## config.mk

```make
export PLATFORM = sky130hd
export DESIGN_NAME = serial_tx_arb
export DESIGN_NICKNAME = d
export VERILOG_FILES = /design/src/rtl/serial_tx_pkg.sv /design/src/rtl/piso_shift.sv /design/src/rtl/serial_tx_arb.sv
export SDC_FILE = /design/constraint.sdc
export NUM_CORES = 1
export LEC_CHECK = 0
export ABC_AREA = 1
export ABC_CLOCK_PERIOD_IN_PS = 2000
export BUFFER_PORTS_ARGS = -buffer_cell sky130_fd_sc_hd__buf_4
export CAP_MARGIN = 5
export CORE_MARGIN = 5
export CORE_UTILIZATION = 40
export CTS_BUF_LIST = sky130_fd_sc_hd__clkbuf_8
export DETAILED_ROUTE_END_ITERATION = 7
export HOLD_SLACK_MARGIN = 0.1
export PLACE_DENSITY = 0.62
export SYNTH_ARGS = -nofsm -noshare
export SYNTH_HDL_FRONTEND = slang
export SYNTH_SLANG_ARGS = --single-unit
```

## constraint.sdc

```tcl
create_clock -name clk -period 2 [get_ports clk]
set_clock_uncertainty 0.2 [all_clocks]
set_input_delay 0.2 -clock clk [delete_from_list [all_inputs] [get_ports clk]]
set_output_delay 0.2 -clock clk [all_outputs]
set_load 0.02 [all_outputs]
```

## src/rtl/serial_tx_pkg.sv

```systemverilog
`default_nettype none
// ============================================================================
// Module      : serial_tx_pkg
// Description : Shared types and defaults for the two-requester serial
//               transmit path (state encoding, requester index, arbiter pick).
// Revision    : 1.0 - initial release
// ============================================================================
package serial_tx_pkg;

  // Default frame length and inter-frame idle gap
  localparam int unsigned c_width_default = 24;
  localparam int unsigned c_gap_default   = 2;

  // Controller states; the ST_ prefix keeps them clear of the GAP parameter
  typedef enum logic [1:0] {
    ST_IDLE  = 2'd0,
    ST_LOAD  = 2'd1,
    ST_SHIFT = 2'd2,
    ST_GAP   = 2'd3
  } state_t;

  // Requester index: 0 or 1
  typedef logic req_idx_t;

  // Round-robin pick: a lone request wins outright, a tie goes to the
  // requester that was not served last.
  function automatic req_idx_t rr_pick(input logic r0, input logic r1,
                                       input req_idx_t last);
    req_idx_t pick;
    if (r0 && r1) begin
      pick = ~last;
    end else if (r0) begin
      pick = 1'b0;
    end else begin
      pick = 1'b1;
    end
    return pick;
  endfunction

endpackage : serial_tx_pkg
`default_nettype wire

```

## src/rtl/piso_shift.sv

```systemverilog
`default_nettype none
// ============================================================================
// Module      : piso_shift
// Description : Parallel-in serial-out shift register, MSB first. Load and
//               shift are synchronous; load takes priority over shift.
// Revision    : 1.0 - initial release
// ============================================================================
module piso_shift #(
  parameter int WIDTH = 24
) (
  input  logic             clk,
  input  logic             rst,
  input  logic             load,
  input  logic             shift_en,
  input  logic [WIDTH-1:0] din,
  output logic             msb
);

  logic [WIDTH-1:0] r_sh;

  // Capture a new word or shift left filling with zero
  always_ff @(posedge clk) begin
    if (rst) begin
      r_sh <= '0;
    end else if (load) begin
      r_sh <= din;
    end else if (shift_en) begin
      r_sh <= {r_sh[WIDTH-2:0], 1'b0};
    end
  end

  assign msb = r_sh[WIDTH-1];

endmodule : piso_shift
`default_nettype wire

```

## src/rtl/serial_tx_arb.sv

```systemverilog
`default_nettype none
// ============================================================================
// Module      : serial_tx_arb
// Description : Round-robin arbiter between two parallel-word requesters,
//               feeding an MSB-first serial shifter with frame strobe, done
//               pulse and a programmable idle gap between frames.
// Revision    : 1.0 - initial release
// ============================================================================
module serial_tx_arb
  import serial_tx_pkg::*;
#(
  parameter int WIDTH = c_width_default,
  parameter int GAP   = c_gap_default
) (
  input  logic             clk,
  input  logic             rst,
  input  logic             req0,
  input  logic [WIDTH-1:0] din0,
  input  logic             req1,
  input  logic [WIDTH-1:0] din1,
  output logic             ack0,
  output logic             ack1,
  output logic             sd,
  output logic             sframe,
  output logic             done,
  output logic             busy
);

  // Counter widths; the gap counter keeps one bit even when GAP is zero
  localparam int c_cw = $clog2(WIDTH);
  localparam int c_gw = (GAP > 0) ? $clog2(GAP + 1) : 1;

  localparam logic [c_cw-1:0] c_bit_last    = c_cw'(WIDTH - 1);
  localparam logic [c_cw-1:0] c_bit_prelast = c_cw'(WIDTH - 2);
  localparam logic [c_gw-1:0] c_gap_last    = c_gw'((GAP > 0) ? (GAP - 1) : 0);

  state_t            r_state;
  req_idx_t          r_grant;
  req_idx_t          r_last;
  logic [c_cw-1:0]   r_bit_cnt;
  logic [c_gw-1:0]   r_gap_cnt;
  logic              r_ack0;
  logic              r_ack1;
  logic              r_sframe;
  logic              r_done;
  logic              r_busy;

  req_idx_t          w_pick;
  logic              w_load;
  logic              w_shift;
  logic              w_msb;
  logic [WIDTH-1:0]  w_din;

  assign w_pick  = rr_pick(req0, req1, r_last);
  assign w_load  = (r_state == ST_LOAD);
  assign w_shift = (r_state == ST_SHIFT);
  assign w_din   = r_grant ? din1 : din0;

  piso_shift #(
    .WIDTH (WIDTH)
  ) u_piso_shift (
    .clk      (clk),
    .rst      (rst),
    .load     (w_load),
    .shift_en (w_shift),
    .din      (w_din),
    .msb      (w_msb)
  );

  // Arbitration, sequencing, counters and registered status outputs
  always_ff @(posedge clk) begin
    if (rst) begin
      r_state   <= ST_IDLE;
      r_grant   <= 1'b0;
      r_last    <= 1'b1;
      r_bit_cnt <= '0;
      r_gap_cnt <= '0;
      r_ack0    <= 1'b0;
      r_ack1    <= 1'b0;
      r_sframe  <= 1'b0;
      r_done    <= 1'b0;
      r_busy    <= 1'b0;
    end else begin
      r_ack0 <= 1'b0;
      r_ack1 <= 1'b0;
      case (r_state)
        ST_IDLE: begin
          if (req0 || req1) begin
            r_grant <= w_pick;
            r_ack0  <= (w_pick == 1'b0);
            r_ack1  <= (w_pick == 1'b1);
            r_busy  <= 1'b1;
            r_state <= ST_LOAD;
          end
        end
        ST_LOAD: begin
          r_last    <= r_grant;
          r_bit_cnt <= '0;
          r_sframe  <= 1'b1;
          r_done    <= 1'b0;
          r_state   <= ST_SHIFT;
        end
        ST_SHIFT: begin
          // done is raised so that it coincides with the final bit cycle
          r_done <= (r_bit_cnt == c_bit_prelast);
          if (r_bit_cnt == c_bit_last) begin
            r_sframe <= 1'b0;
            r_done   <= 1'b0;
            if (GAP > 0) begin
              r_gap_cnt <= '0;
              r_state   <= ST_GAP;
            end else begin
              r_busy  <= 1'b0;
              r_state <= ST_IDLE;
            end
          end else begin
            r_bit_cnt <= r_bit_cnt + 1'b1;
          end
        end
        ST_GAP: begin
          if (r_gap_cnt == c_gap_last) begin
            r_busy  <= 1'b0;
            r_state <= ST_IDLE;
          end else begin
            r_gap_cnt <= r_gap_cnt + 1'b1;
          end
        end
        default: begin
          r_state <= ST_IDLE;
          r_busy  <= 1'b0;
        end
      endcase
    end
  end

  assign ack0   = r_ack0;
  assign ack1   = r_ack1;
  assign sframe = r_sframe;
  assign sd     = r_sframe & w_msb;
  assign done   = r_done;
  assign busy   = r_busy;

endmodule : serial_tx_arb
`default_nettype wire

```

==> results.toml <==
[status]
status = "finished, final reports clean"

[sta]
max_clock_freq_mhz = 583
setup_viol = 0
rsz0062_at_grt = "false"
slew_headroom = 0.664
fin_crit_ns = 1.72
final_max_slew_viol_count = 0
hold_viol = 0
setup-tns-final_ns = 0
fin_crit_sh = 0.858
tightest_slew_ns = 0.503

[cts]
cts_root_buf = "clkbuf_8"
cts_buffers = 5
cts_tree = "built"
clock_latency_ns = 0.29
cts_resized = 0
cts_max_path_buffers = 2
cts.sinks = 40
cts_max_level = 2
clkSlewWorstSetupHoldPaths_ns = 0.08

[final_layout]
antenna_cells = 0
fin_cells = 471
regArea_sq_um = 801
final_cell_mix = "nor2_1 (65), buf_4 (60), a21oi_1 (56)"
area_growth_pct = 46.7
drive_gt1_frac = 0.214
multi_input_area_sq_um = 1150
finalInstanceArea_sq_um = 3130
postLayoutCoreUtil = 0.609
fillers = 493
fin_nets = 460
layout_commonest_cell = "nor2_1"

[detailed_routing]
first_iter_violations = 115
num_vias = 2313
drc = 0
wl_per_cell_microns = 12.3
antenna_left = 0
firstDrtPassIters = 4
via_per_inst = 4.91
wl_microns = 5770

[worst_setup_path]
critPathCaptureType = "flop"
cp.required_ns = 2.00
cp_max_fo = 3
r2r_start = "r_state[0]"
crit_type = "primary input to flop"
cp-start-kind = "primary input"
worstRegToRegCells = 6
rrSetupSlack_ns = 0.32
reg2reg_to = "r_state[1]"
cp.arrival_ns = 1.71

[hold_path]
min_path_type = "primary input to flop"
hold_depth = 5
hold_start = "din0[6]"
holdPathEnd = "u_piso_shift.r_sh[6]"

[grt]
grt.overflow.total = 0
top_usage_layer = "met2"
antenna_found_initial = 0
grt_use_met2 = 0.298
grt_max_degree = 50
use_met3 = 0.0356
track_usage = 0.172
grt_pass1_vias = 2314
grt_pass1_wl_microns = 10200
grt_use_met1 = 0.216

[synth]
synth_compound_gate_area_share = 0.273
synth-xor-area-share = 0
synth_mux_area_frac = 0
synth-simple-area-share = 0.219
syn_nets = 368
syn_area_sq_um = 2130
synth_cell_types = 24
synth_top_family_by_area = "compound AO/OA/AOI/OAI gates"
synth_fa_ha_area_frac = 0.0469
synthCells = 308
ys_warn_count = 0
syn_area_per_cell_sq_um = 6.93
synth-seq-cells = 40
yosysSeqAreaShare = 0.375

[die]
rows = 26
die-area_sq_um = 6900
initial_utilization = 0.415
chipWidth_microns = 83.1
fp.dieH_microns = 83.1
core_sq_um = 5140
pin_count = 58

[placed_design]
io_buffers = 57
place_congestion = 0.772
dp.cells = 421
dp_hpwl_microns = 3760
place_area_sq_um = 2590

[power_and_ir_drop]
seqPwrFrac = 0.320
swShare = 0.423
combinationalPowerShare = 0.513
p_int_mw = 2.41
p_per_area_nw_per_um2 = 1340
ir_worst_vdd_mv = 0.721
clkPwrFrac = 0.168
net-switching-power_mw = 1.77
leakagePower_nw = 1.38

[run]
max-cap-violations = 0
## through the flow
stage	setup WS, ns	total power [mW]	hold slack [ns]
floorplan	0.449	2.94	0.0691
global route	0.195	4.60	0.141
global placement	0.368	3.40	0.214
finish	0.284	4.18	0.107
detailed placement	0.322	3.43	0.222
CTS	0.307	4.21	0.101
## cells by family after synthesis
group | count (synthesis)
compound gates | 115
fa+ha+maj | 8
buf+inv | 39
flops | 40
simple gates | 106
## power groups by stage
stage,sequential [mW],combinational (mW),clock (mW)
after floorplan,1.34,1.60,0
after CTS,1.33,2.16,0.717
after global routing,1.38,2.48,0.745
after global placement,1.34,2.05,0
final,1.34,2.14,0.701
after detailed placement,1.35,2.08,0
## registers in the layout (all words and copies together) (netlist names)
register and flops:
u_piso_shift.r_sh 24, ack0 1, r_bit_cnt 5, r_grant 1, r_state 2, done 1, busy 1, r_gap_cnt 2
sframe 1, ack1 1, r_last 1
## cell type report
cell class / instances / area share
inverters: 21 / 0.0260
well taps: 70 / 0.0280
flip-flops and latches: 40 / 0.256
multi-input cells: 229 / 0.367
repair buffers: 103 / 0.285
clock buffers: 6 / 0.0264
clock inverters: 2 / 0.0124
## worst max-delay path, cell delays in order
cell	delay, ns
dlygate4sd3_1	0.55
buf_4	0.12
inv_1	0.03
o21ai_0	0.18
dlygate4sd3_1	0.58
nor2_1	0.04
## how the worst max path moves through the flow
stage                     slack [ns]       start                     to  cells past startpoint
after floorplan                 0.45  r_state[0]  u_piso_shift.r_sh[21]                      7
after global placement          0.37  r_state[0]             r_state[1]                      6
after detailed placement        0.32  r_state[1]             r_state[1]                      6
after CTS                       0.31  r_state[0]             r_state[1]                      6
after global routing            0.19  r_state[0]   u_piso_shift.r_sh[2]                      5
final                           0.28        req1                   ack0                      6
## per-layer routing
layer	vias to the layer above	wire length [microns]
met4	0	93
met5	-	0
li1	1210	-
met2	43	2870
met3	11	236
met1	1049	2580
## what timing repair did
action / in CTS / in global routing
hold endpoints to repair: 30 / 0
setup buffers: 0 / 0
hold buffers: 42 / 0
## synthesized netlist by cell type (all sizes together)
cell type | count | area [sq um]
nand2 | 22 | 105
a21oi | 56 | 280
clkbuf | 4 | 15.0
nand3 | 9 | 45.0
o21ai | 58 | 294
o211ai | 1 | 7.51
buf | 14 | 88.8
or2 | 4 | 25.0
dfxtp | 40 | 801
ha | 8 | 100
nor2 | 69 | 279
nand4 | 2 | 12.5
inv | 21 | 81.3
Note: power is estimated with default switching activity, not from simulation.
